`config.mk`:
```
export PLATFORM = sky130hd
export DESIGN_NAME = uart_rx_cfg
export DESIGN_NICKNAME = d
export VERILOG_FILES = /design/src/rtl/uart_rx_cfg.sv
export SDC_FILE = /design/constraint.sdc
export NUM_CORES = 1
export LEC_CHECK = 0
export ABC_CLOCK_PERIOD_IN_PS = 9600
export BUFFER_PORTS_ARGS = -buffer_cell sky130_fd_sc_hd__buf_4
export CAP_MARGIN = 20
export CORE_MARGIN = 2
export CORE_UTILIZATION = 66
export CTS_CLUSTER_DIAMETER = 150
export DETAILED_ROUTE_END_ITERATION = 8
export PLACE_DENSITY_LB_ADDON = 0.2
export REMOVE_ABC_BUFFERS = 1
export SYNTH_ARGS = -nofsm -noshare
export SYNTH_HDL_FRONTEND = slang
export SYNTH_SLANG_ARGS = --single-unit
export TNS_END_PERCENT = 50
```
`constraint.sdc`:
```
create_clock -name clk_i -period 9.6 [get_ports clk_i]
set_input_delay 0.96 -clock clk_i [delete_from_list [all_inputs] [get_ports clk_i]]
set_output_delay 0.96 -clock clk_i [all_outputs]
set_load 0.05 [all_outputs]
```
`src/rtl/uart_rx_cfg.sv`:
```
// uart_rx_cfg: configurable 16x-oversampled UART receiver with a status-tagged RX FIFO.
// The FIFO is first-word-fall-through and is written when the last stop bit is sampled.
module uart_rx_cfg #(
  parameter int MAX_DATA_WIDTH = 8,
  parameter int FIFO_DEPTH     = 16,
  parameter int SYNC_STAGES    = 2
) (
  input  logic                          clk_i,
  input  logic                          rst_ni,
  input  logic [15:0]                   baud_div_i,
  input  logic                          rx_en_i,
  input  logic [3:0]                    data_bits_i,
  input  logic                          parity_en_i,
  input  logic                          parity_odd_i,
  input  logic                          stop2_i,
  input  logic                          rx_bit_i,
  input  logic                          rx_re_i,
  input  logic                          clr_overrun_i,
  output logic [MAX_DATA_WIDTH-1:0]     dout_o,
  output logic                          frame_err_o,
  output logic                          parity_err_o,
  output logic                          break_o,
  output logic                          overrun_o,
  output logic                          full_o,
  output logic                          empty_o,
  output logic [$clog2(FIFO_DEPTH):0]   level_o
);
  localparam int W = MAX_DATA_WIDTH;
  localparam int AW = $clog2(FIFO_DEPTH);
  localparam logic [3:0] MAXB = 4'(MAX_DATA_WIDTH);

  typedef enum logic [2:0] {IDLE, START, DATA, PARITY, STOP1, STOP2} state_e;
  state_e state, state_nxt;

  logic [SYNC_STAGES-1:0] sync;
  logic [15:0] presc;
  logic [3:0] scnt, bit_cnt, cfg_bits;
  logic rx_s, tick, maj_tick, end_tick, s0, s1, maj, armed, last;
  logic cfg_par, cfg_odd, cfg_stop2, perr, pbit, ferr;
  logic wr, wr_brk, wr_ferr, do_wr, do_rd;
  logic [W-1:0] shreg;
  logic [W+2:0] mem [FIFO_DEPTH];
  logic [AW-1:0] wp, rp;
  logic [AW:0] cnt;

  assign rx_s = sync[SYNC_STAGES-1];
  assign tick = state != IDLE && presc >= baud_div_i;
  assign maj_tick = tick && scnt == 4'd9;
  assign end_tick = tick && scnt == 4'd15;
  assign maj = (s0 & s1) | (s0 & rx_s) | (s1 & rx_s);
  assign last = bit_cnt == cfg_bits - 4'd1;

  always_ff @(posedge clk_i or negedge rst_ni)
    if (!rst_ni) state <= IDLE;
    else state <= state_nxt;

  always_comb begin
    state_nxt = state;
    case (state)
      IDLE:    if (armed && !rx_s) state_nxt = START;
      START:   if (maj_tick && maj) state_nxt = IDLE;
               else if (end_tick) state_nxt = DATA;
      DATA:    if (end_tick && last) state_nxt = cfg_par ? PARITY : STOP1;
      PARITY:  if (end_tick) state_nxt = STOP1;
      STOP1:   if (maj_tick && !cfg_stop2) state_nxt = IDLE;
               else if (end_tick) state_nxt = STOP2;
      STOP2:   if (maj_tick) state_nxt = IDLE;
      default: state_nxt = IDLE;
    endcase
    if (!rx_en_i) state_nxt = IDLE;
  end

  // In STOP2 the first stop-bit error is already held in ferr; in STOP1 it is the live sample.
  always_comb begin
    wr = rx_en_i && maj_tick && ((state == STOP1 && !cfg_stop2) || state == STOP2);
    wr_ferr = state == STOP2 ? ferr | ~maj : ~maj;
    wr_brk = shreg == '0 && !(cfg_par && pbit) && (state == STOP2 ? ferr : ~maj);
  end

  always_ff @(posedge clk_i or negedge rst_ni)
    if (!rst_ni) begin
      sync <= '1;
      presc <= '0;
      scnt <= '0;
    end else begin
      sync <= {sync[SYNC_STAGES-2:0], rx_bit_i};
      presc <= (state == IDLE || tick) ? '0 : presc + 16'd1;
      scnt <= state == IDLE ? '0 : scnt + 4'(tick);
    end

  // A break leaves the line low, so the arm flag keeps it from being seen as a new start.
  always_ff @(posedge clk_i or negedge rst_ni)
    if (!rst_ni) begin
      s0 <= 1'b0;
      s1 <= 1'b0;
      armed <= 1'b0;
      cfg_bits <= 4'd5;
      cfg_par <= 1'b0;
      cfg_odd <= 1'b0;
      cfg_stop2 <= 1'b0;
      bit_cnt <= '0;
      shreg <= '0;
      perr <= 1'b0;
      pbit <= 1'b0;
      ferr <= 1'b0;
    end else begin
      if (tick && scnt == 4'd7) s0 <= rx_s;
      if (tick && scnt == 4'd8) s1 <= rx_s;
      armed <= !rx_en_i ? 1'b0 : (wr && wr_brk) ? 1'b0 : rx_s ? 1'b1 : armed;
      if (maj_tick)
        case (state)
          START: if (!maj) begin
            cfg_bits <= data_bits_i < 4'd5 ? 4'd5 : data_bits_i > MAXB ? MAXB : data_bits_i;
            cfg_par <= parity_en_i;
            cfg_odd <= parity_odd_i;
            cfg_stop2 <= stop2_i;
            bit_cnt <= '0;
            shreg <= '0;
            perr <= 1'b0;
            pbit <= 1'b0;
          end
          DATA: shreg <= shreg | (W'(maj) << bit_cnt);
          PARITY: begin
            perr <= ^shreg ^ maj ^ cfg_odd;
            pbit <= maj;
          end
          STOP1: ferr <= ~maj;
          default: ;
        endcase
      if (end_tick && state == DATA) bit_cnt <= bit_cnt + 4'd1;
    end

  assign do_rd = rx_re_i && cnt != '0;
  assign do_wr = wr && (!full_o || do_rd);

  always_ff @(posedge clk_i)
    if (do_wr) mem[wp] <= {wr_brk, perr, wr_ferr, shreg};

  always_ff @(posedge clk_i or negedge rst_ni)
    if (!rst_ni) begin
      wp <= '0;
      rp <= '0;
      cnt <= '0;
      overrun_o <= 1'b0;
    end else begin
      wp <= wp + AW'(do_wr);
      rp <= rp + AW'(do_rd);
      cnt <= cnt + (AW+1)'(do_wr) - (AW+1)'(do_rd);
      overrun_o <= (wr && full_o && !do_rd) ? 1'b1 : clr_overrun_i ? 1'b0 : overrun_o;
    end

  assign empty_o = cnt == '0;
  assign full_o = cnt == (AW+1)'(FIFO_DEPTH);
  assign level_o = cnt;
  assign {break_o, parity_err_o, frame_err_o, dout_o} = empty_o ? '0 : mem[rp];
endmodule

```
==> impl_metrics.csv, run 1 <==
group,metric,value,unit
route,via_per_inst,6.13,
floorplan,die-height,130,um
timing,final.min_clock_period,4100,ps
timing,rsz0062_at_grt,"no",
route,drt_iter0_markers,426,
floorplan,start_util,0.668,
yosys,ys_seq_elements,240,
outcome,status,"completed",
floorplan,dieArea,16900,sq um
floorplan,row_count,46,
min_path,hp-start,"sync[0]$_DFF_PN1_",
clock_tree,post_cts_resized,0,
power,power_density,215,nW/um^2
timing,period_share,0.427,
route,ant_nets,0,
floorplan,ios,48,
global_routing,grt_max_degree,65,
power,peakVddDrop,0.138,mV
timing,final-hold-violation-count,0,
timing,layout_setup_ws,5500,ps
final_layout,drive_gt1_frac,0.221,
place,port_buffers,47,
clock_tree,insertion_delay,500,ps
timing,tightest_slew,1110,ps
clock_tree,cts_tree,"built",
route,wirelength,22300,um
yosys,async_flop_share,0.267,
yosys,syn_area,10500,sq um
timing,finalSetupTns,0,ps
clock_tree,htree_levels,1,
worst_setup_path,crit_type,"flop to primary output",
yosys,ys_warn_count,0,
clock_tree,numCtsBuffers,24,
place,routabilityCongestion,0.870,
worst_setup_path,cp_max_fo,44,
final_layout,final_core_util,0.757,
worst_setup_path,cp-end-kind,"primary output",
clock_tree,holdBufCountCts,0,
final_layout,final_cells,964,
timing,timing.fmax,0.244,GHz
timing,setup_violations,0,
timing,skew,7.20,ps
route,vias,5910,
final_layout,ff_latch_area,6890,sq um
power,finalPower,2560,uW
worst_setup_path,worst-endpoint-arrival,3140,ps
yosys,synth-edff-count,176,
final_layout,diodes,0,
final_layout,multi_input_comb_area,3380,sq um
run,maxCapViolCount,0,
power,power_leakage,0.00476,uW
global_routing,antenna_found_initial,0,
global_routing,grt_pass1_wl,33900,um
final_layout,nNetsFinal,795,
place,hpwl,14100,um
global_routing,grt_pass1_vias,6009,
min_path,hp-class,"flop to flop",
place,placed_cells,918,
global_routing,grt_usage,0.276,
clock_tree,cts.sinks,240,
clock_tree,clock_path_buffers,3,
worst_setup_path,r2r-start,"presc[11]$_DFF_PN0_",
route,first_pass_iters,5,
yosys,synth_cells,671,
final_layout,nFillCells,925,
clock_tree,cts.clk_slew.worst_paths,60,ps
worst_setup_path,required,8640,ps
route,drcViolationCount,0,
yosys,synth_seq_area_share,0.656,
yosys,synth_area_per_cell,15.6,sq um
worst_setup_path,crit_start,"rp[0]$_DFF_PN0_",
yosys,ys.flop_type,"edfxtp_1",
route,routedWlPerCell,23.1,um
timing,max_slew_margin,0.260,
yosys,yosysUniqueCellTypes,56,
timing,drv_slew,0,
place,dp_slack,5340,ps
global_routing,grt.overflow.total,0,
floorplan,die_x,130,um
floorplan,coreArea,15700,sq um
final_layout,area_growth,13.3,%
worst_setup_path,startpoint_type,"flop",
clock_tree,postCtsSetupRepairBufs,0,
clock_tree,cts-root-buf,"clkbuf_16",
sequential cells by signal, summed over array words and instances, names as in the netlist, 2 cells and up:
register and cells:
bit_cnt 4, cfg_bits 4, level_o 5, mem 176, presc 16, rp 4
scnt 4, shreg 8, state 3, sync 2, wp 4
power by group:
group	internal [uW]	switching [uW]	total [uW]	leakage (uW)
clock	550	367	917	0.000388
sequential	1130	68.4	1200	0.00270
combinational	195	246	441	0.00167
cells in the final DEF (no fill, tap or decap), types with 3 or more instances in the layout:
| cell | instances |
|---|---|
| dfrtp_1 | 58 |
| clkbuf_1 | 7 |
| clkbuf_16 | 25 |
| nor3_1 | 9 |
| o21a_1 | 4 |
| and3_1 | 8 |
| nor3b_1 | 3 |
| clkbuf_8 | 6 |
| mux2i_1 | 3 |
| edfxtp_1 | 176 |
| clkinv_2 | 4 |
| nand2b_1 | 8 |
| a31oi_1 | 4 |
| inv_1 | 38 |
| nand4_1 | 5 |
| nand2_1 | 32 |
| o31ai_1 | 4 |
| mux4_2 | 55 |
| nor2b_1 | 16 |
| a21oi_1 | 20 |
| nand3_1 | 23 |
| xnor2_1 | 19 |
| buf_4 | 53 |
| nor2_1 | 57 |
| ha_1 | 35 |
| dfstp_2 | 4 |
| o21ai_0 | 12 |
| xor2_1 | 17 |
cells in the mapped netlist, types with 2 or more instances:
cell | instances | area (sq um)
o21ai_0 | 12 | 60.1
nor3_1 | 9 | 45.0
a31oi_1 | 4 | 25.0
a211oi_1 | 2 | 15.0
nor3b_1 | 3 | 22.5
dfrtp_1 | 60 | 1500
nand4_1 | 5 | 31.3
mux4_2 | 55 | 1240
mux2_2 | 2 | 22.5
buf_1 | 3 | 11.3
dfstp_2 | 4 | 105
o31ai_1 | 4 | 30.0
inv_1 | 38 | 143
mux2i_1 | 3 | 30.0
edfxtp_1 | 176 | 5290
nand3b_1 | 2 | 15.0
nand2b_1 | 8 | 50.1
nand3_1 | 23 | 115
nor2_1 | 57 | 214
clkbuf_1 | 12 | 45.0
o21a_1 | 4 | 30.0
and4_1 | 2 | 17.5
xnor2_1 | 19 | 166
buf_2 | 7 | 35.0
ha_1 | 35 | 438
and3_1 | 8 | 50.1
nor2b_1 | 16 | 100
a21o_1 | 2 | 15.0
nor4b_1 | 2 | 17.5
xor2_1 | 17 | 149
a21oi_1 | 20 | 100
nand2_2 | 2 | 12.5
nand2_1 | 32 | 120
layout make-up:
cell class | count | share of cell area
Sequential cell | 240 | 0.579
Timing Repair Buffer | 55 | 0.0355
Clock buffer | 38 | 0.0617
Clock inverter | 6 | 0.00442
Inverter | 39 | 0.0124
Multi-Input combinational cell | 370 | 0.284
Tap cell | 216 | 0.0227
logic make-up after synthesis:
family | count (synthesis) | share of synthesized area
flip-flops | 240 | 0.656
AND/OR/NAND/NOR | 179 | 0.0857
buffers and inverters | 61 | 0.0228
multiplexers | 60 | 0.123
AO/OA/AOI/OAI | 59 | 0.0386
XOR/XNOR | 36 | 0.0300
adder cells (fa/ha/maj) | 36 | 0.0436
stage by stage:
stage          hold slack [ps]  area, sq um
2_1_floorplan              345        10400
5_1_grt                    365        11900
3_3_place_gp               347        11100
4_1_cts                    363        11900
3_5_place_dp               355        11100
6_report                   362        11900
worst max-delay path: stages (launching register included):
cell and delay [ps]:
dfrtp_2 380, buf_4 690, mux4_2 660, mux4_2 520
nor2b_1 150, buf_4 190
worst paths after layout:
path	cells after the start	slack, ps	to
min in group asynchronous	1	550	presc[2]$_DFF_PN0_
max in group asynchronous	1	8460	rp[1]$_DFF_PN0_
setup / recovery	5	5500	break_o
hold / removal	0	360	sync[1]$_DFF_PN1_
setup reg to reg	11	5960	mem[15][3]$_DFFE_PP_
hold reg to reg	0	360	sync[1]$_DFF_PN1_
per-layer routing:
metal	global-route usage	vias up	part of all wire
li1	-	2651	-
met1	0.358	2997	0.39
met2	0.472	210	0.51
met3	0.0443	52	0.056
met4	0.114	0	0.039
met5	0	-	0
No activity file was read; power rests on OpenSTA's default activity.
==> run 2: changes to the inputs <==
ABC_CLOCK_PERIOD_IN_PS = 3330   (was 9600)
CORE_UTILIZATION = 55   (was 66)
clock period = 3.33 ns   (was 9.6 ns; I/O delays follow)
==> run 2 against run 1 <==
Design area increased by 3.7%. Core utilization shrank 9.8 points. Count of clock-buffer cells in the layout is 9 lower. Global-route usage decreased by 6.4 points. First-iteration DRC count decreased by 0.23%. Via count unchanged. Clock skew increased by 13 ps. Wire length fell by 6.3%. Worst setup slack got worse by 5400 ps. Cell count increased by 5.6%. Largest power group unchanged.
==> impl_metrics.csv, run 2 (same netlist as run 1, synthesis figures left out) <==
group,metric,value,unit
clock_tree,cts.clk_slew.worst_paths,60,ps
route,drcViolationCount,0,
timing,setup_violations,0,
route,routedWlPerCell,20.5,um
route,vias,5910,
power,power_density,621,nW/um^2
final_layout,nFillCells,1279,
worst_setup_path,cp_max_fo,3,
worst_setup_path,worst-endpoint-arrival,3620,ps
outcome,status,"completed",
place,routabilityCongestion,0.879,
timing,final-hold-violation-count,0,
final_layout,regMostFlops,"mem",
min_path,whs_path_depth,3,
timing,skew,19.8,ps
place,hpwl,13900,um
floorplan,row_count,50,
route,ant_nets,0,
worst_setup_path,startpoint_type,"flop",
global_routing,grt_pass1_wl,32900,um
clock_tree,cts.sinks,240,
floorplan,dieArea,20200,sq um
timing,timing.fmax,0.313,GHz
final_layout,final_cell_mix,"edfxtp_1, buf_4, dfrtp_1",
floorplan,start_util,0.561,
worst_setup_path,r2r_cells,16,
final_layout,multi_input_comb_area,3420,sq um
global_routing,grt_max_degree,65,
final_layout,diodes,0,
worst_setup_path,required,3750,ps
worst_setup_path,r2r-end,"level_o[4]$_DFF_PN0_",
worst_setup_path,slowest_stage,"or4_1",
floorplan,ios,48,
min_path,hp-start,"stop2_i",
route,wirelength,20900,um
timing,final.min_clock_period,3200,ps
power,power_leakage,0.00498,uW
final_layout,ff_latch_area,6890,sq um
timing,drv_slew,0,
timing,period_share,0.961,
route,first_pass_iters,6,
worst_setup_path,r2r_slack,130,ps
floorplan,die_x,142,um
timing,max_slew_margin,0.456,
clock_tree,numCtsBuffers,25,
min_path,holdPathEnd,"cfg_stop2$_DFFE_PN0P_",
floorplan,die-height,142,um
clock_tree,cts-root-buf,"clkbuf_16",
route,via_per_inst,5.81,
place,port_buffers,47,
final_layout,nNetsFinal,830,
run,maxCapViolCount,0,
place,placed_cells,965,
power,peakVddDrop,0.375,mV
min_path,hp-class,"primary input to flop",
final_layout,largest_reg_flops,176,
global_routing,grt_pass1_vias,6078,
worst_setup_path,cp_num_buf_inv,2,
final_layout,area_growth,17.5,%
route,drt_iter0_markers,425,
final_layout,final_cells,1018,
final_layout,final_core_util,0.660,
global_routing,antenna_found_initial,0,
final_layout,drive_gt1_frac,0.269,
global_routing,grt_usage,0.212,
worst_setup_path,cp-end-kind,"flop",
worst_setup_path,r2r-start,"presc[11]$_DFF_PN0_",
final_layout,layout_commonest_cell,"edfxtp_1",
worst_setup_path,critPathMaxStageDelay,510,ps
timing,tightest_slew,817,ps
worst_setup_path,crit_path_cell_trace,"ha_4 -> and4_4 -> nand2_1 -> or4_1 -> nand3_1 -> nand2b_2 -> clkinv_2 -> nand2_2 -> ha_1 -> inv_1 -> ha_1 -> fa_2 -> a21oi_1 -> nor2_1 -> nor2_1 -> xnor2_1",
global_routing,grt.overflow.total,0,
worst_setup_path,crit_type,"flop to flop",
clock_tree,htree_levels,1,
worst_setup_path,path_delay_family,"simple AND/OR/NAND/NOR gates",
clock_tree,clock_path_buffers,3,
final_layout,top_regs,"mem x176, presc x16, shreg x8",
clock_tree,insertion_delay,520,ps
clock_tree,cts_tree,"built",
floorplan,coreArea,18700,sq um
[run 2: cell count changes in the layout (fill, tap and decap cells not counted), moves of 3 or more]
cell	delta
buf_4	+29
clkbuf_1	-6
clkbuf_8	-4
clkinv_2	+4
dlygate4sd3_1	+4
ha_1	-3
ha_4	+3
inv_6	+3
[run 2: timing repair]
item                                    CTS  global route
endpoints found under the hold margin    64             0
setup buffers                             0             3
gates resized for setup                   0             6
endpoints found under the setup margin    0             1
hold buffers                              4             0
[run 2: metal layers]
layer | vias to the layer above | global-route usage | wire [um]
li1 | 2720 | - | -
met1 | 3018 | 0.294 | 8890
met2 | 141 | 0.364 | 10600
met3 | 31 | 0.0286 | 1050
met4 | 0 | 0.0479 | 353
met5 | - | 0 | 0
[run 2: how the worst max path moves through the flow]
stage,start,to,slack (ps),depth (start not counted)
2_1_floorplan,level_o[3]$_DFF_PN0_,level_o[4]$_DFF_PN0_,-1710,12
3_3_place_gp,baud_div_i[11],level_o[4]$_DFF_PN0_,60,18
3_5_place_dp,baud_div_i[11],level_o[4]$_DFF_PN0_,-10,18
4_1_cts,presc[9]$_DFF_PN0_,level_o[4]$_DFF_PN0_,10,16
5_1_grt,presc[14]$_DFF_PN0_,level_o[4]$_DFF_PN0_,-2,16
6_report,presc[11]$_DFF_PN0_,level_o[4]$_DFF_PN0_,130,16
[run 2: area by class of cell]
type	instances	share of cell area
clock buffers	29	0.0553
clock inverters	17	0.0149
inverters	39	0.0120
multi-input cells	370	0.277
flip-flops and latches	240	0.559
well taps	234	0.0237
repair buffers	89	0.0580
[run 2: where the power goes]
part | internal (uW) | switching (uW) | leakage (uW) | total [uW]
registers | 3260 | 261 | 0.00270 | 3520
logic | 618 | 662 | 0.00186 | 1280
clock network | 1720 | 1140 | 0.000428 | 2860
total | 5590 | 2070 | 0.00498 | 7660
[run 2: metrics by stage]
| stage | instance area (sq um) | TNS, ps | hold slack (ps) | setup slack, ps | power (uW) |
|---|---|---|---|---|---|
| CTS | 12300 | 0 | 1.78 | 13.5 | 7730 |
| floorplan | 10400 | -44110 | 37.4 | -1710 | 4400 |
| finish | 12300 | 0 | 17.6 | 130 | 7660 |
| detailed placement | 11400 | -14.4 | 349 | -14.4 | 4870 |
| global placement | 11400 | 0 | 346 | 59.7 | 4830 |
| global route | 12300 | -1.71 | 27.1 | -1.71 | 7980 |
[run 2: worst reg2reg max path: cells and delay by family, from the launching register on]
family                   cells  cell delay, ps
AO/OA/AOI/OAI                1             130
buffers and inverters        2             100
AND/OR/NAND/NOR              8            1230
flip-flops                   1             410
XOR/XNOR                     1             140
adder cells (fa/ha/maj)      4            1110
==> run 3: changes to the inputs <==
CORE_ASPECT_RATIO = 2   (was default)
==> run 3 against run 2 <==
Die area increased by 0.33%. Critical path depth unchanged. Clock skew decreased by 11 ps. Worst hold slack improved by 16 ps. Core utilization decreased by 0.28 points. Combinational power increased by 7%. Non-clock buffer count increased by 2. Via count increased by 1.1%. Sequential power about the same. Total power decreased by 5.4%.
==> impl_metrics.csv, run 3 (same netlist as run 1, synthesis figures left out) <==
group,metric,value,unit
route,drcViolationCount,0,
final_layout,final_core_util,0.657,
worst_setup_path,critPathMaxStageDelay,540,ps
timing,setup_violations,0,
route,ant_nets,0,
worst_setup_path,crit_path_cell_trace,"ha_4 -> and4_4 -> nand2_2 -> or4_4 -> nand3_2 -> nand2b_2 -> clkinv_2 -> nand2_4 -> ha_4 -> inv_1 -> ha_4 -> fa_2 -> a21oi_2 -> nor2_1 -> nor2_1 -> xnor2_1",
place,hpwl,15300,um
place,routabilityCongestion,0.898,
clock_tree,numCtsBuffers,21,
clock_tree,cts.clk_slew.worst_paths,60,ps
final_layout,nFillCells,1328,
floorplan,die_x,102,um
global_routing,grt_pass1_wl,34700,um
timing,max_slew_margin,0.428,
place,place_area,11400,sq um
worst_setup_path,cp_num_buf_inv,2,
clock_tree,cts-root-buf,"clkbuf_16",
worst_setup_path,path_delay_family,"simple AND/OR/NAND/NOR gates",
route,vias,5973,
worst_setup_path,slowest_stage,"or4_4",
power,finalPower,7240,uW
timing,tightest_slew,858,ps
power,peakVddDrop,0.455,mV
timing,final.min_clock_period,3220,ps
route,routedWlPerCell,21.2,um
timing,skew,8.85,ps
global_routing,antenna_found_initial,0,
timing,final-hold-violation-count,0,
final_layout,final_cell_mix,"edfxtp_1, buf_4, dfrtp_1",
final_layout,diodes,0,
run,maxCapViolCount,0,
timing,hold-worst-slack,33.5,ps
min_path,hp-start,"parity_odd_i",
timing,period_share,0.968,
timing,rsz0062_at_grt,"yes",
worst_setup_path,cp_max_fo,3,
timing,timing.fmax,0.310,GHz
power,power_leakage,0.00493,uW
route,via_per_inst,5.79,
floorplan,row_count,71,
global_routing,grt_pass1_vias,6377,
power,power_density,588,nW/um^2
outcome,status,"completed",
global_routing,grt.overflow.total,0,
final_layout,regMostFlops,"mem",
final_layout,top_regs,"mem x176, presc x16, shreg x8",
worst_setup_path,worst-endpoint-arrival,3640,ps
final_layout,largest_reg_flops,176,
worst_setup_path,required,3750,ps
worst_setup_path,crit_start,"presc[9]$_DFF_PN0_",
worst_setup_path,startpoint_type,"flop",
worst_setup_path,crit_top_cell,"ha_4",
worst_setup_path,cp-end-kind,"flop",
route,first_pass_iters,4,
route,wirelength,21800,um
final_layout,area_growth,17.2,%
final_layout,drive_gt1_frac,0.266,
floorplan,dieArea,20300,sq um
floorplan,coreArea,18700,sq um
clock_tree,cts.sinks,240,
final_layout,layout_commonest_cell,"edfxtp_1",
final_layout,fin_area,12300,sq um
global_routing,grt_usage,0.228,
floorplan,ios,48,
clock_tree,insertion_delay,500,ps
clock_tree,cts_tree,"built",
min_path,hp-class,"primary input to flop",
worst_setup_path,r2r-start,"presc[9]$_DFF_PN0_",
final_layout,nNetsFinal,828,
timing,drv_slew,0,
clock_tree,htree_levels,1,
route,drt_iter0_markers,386,
worst_setup_path,crit_type,"flop to flop",
floorplan,die-height,199,um
global_routing,grt_max_degree,65,
clock_tree,clock_path_buffers,3,
floorplan,start_util,0.560,
place,port_buffers,47,
==> run 3: cell types whose count changed in the layout (fill, tap and decap cells not counted), moves of 4 or more <==
cell and delta:
clkinv_2 -5, clkinv_1 +7, ha_4 +4, clkbuf_16 -5, ha_1 -4, buf_12 +4
==> run 3: layer usage <==
metal  vias up  track usage  part of all wire
met1      3056        0.252              0.35
met2       148        0.437              0.59
li1       2720            -                 -
met5         -            0                 0
met3        49       0.0213             0.030
met4         0       0.0871             0.035
==> run 3: worst min-delay path, stage by stage <==
cell     delay [ps]
buf_4            70
nand2_1          40
nand2_1          60
==> run 3: final timing paths <==
path                                         to  slack [ps]  cells past startpoint
max                        level_o[4]$_DFF_PN0_         110                     16
max reg2reg                level_o[4]$_DFF_PN0_         110                     16
min reg2reg                   sync[1]$_DFF_PN1_         360                      0
min                         cfg_odd$_DFFE_PN0P_          30                      3
max in group asynchronous       rp[0]$_DFF_PN0_        2240                      2
min in group asynchronous   presc[12]$_DFF_PN0_         460                      2
==> run 3: per-stage QoR <==
step / worst slack (ps) / TNS (ps) / instances
2_1_floorplan: -1710 / -44110 / 649
3_3_place_gp: 16.9 / 0 / 987
3_5_place_dp: -89.2 / -89.2 / 987
4_1_cts: 5.80 / 0 / 1027
5_1_grt: -82.7 / -82.7 / 1032
6_report: 107 / 0 / 1032
==> run 3: final cells by class <==
class                      count  area [sq um]  share of cell area
tap                          255           319              0.0259
timing repair buffer          91           778              0.0632
inverter                      39           148              0.0120
clock inverter                15           130              0.0106
clock buffer                  22           529              0.0430
sequential                   240          6900               0.560
multi-input combinational    370          3510               0.285
==> run 3: where the power goes <==
part | leakage, uW | internal (uW) | switching (uW)
Clock | 0.000320 | 1310 | 1040
Combinational | 0.00191 | 665 | 709
Sequential | 0.00270 | 3260 | 257
==> run 3: repair_timing <==
action / in CTS / in global routing
hold buffers: 3 / 0
pin swaps: 0 / 10
endpoints found under the hold margin: 62 / 0
setup endpoints to repair: 1 / 11
setup buffers: 0 / 5
resized for setup: 2 / 19
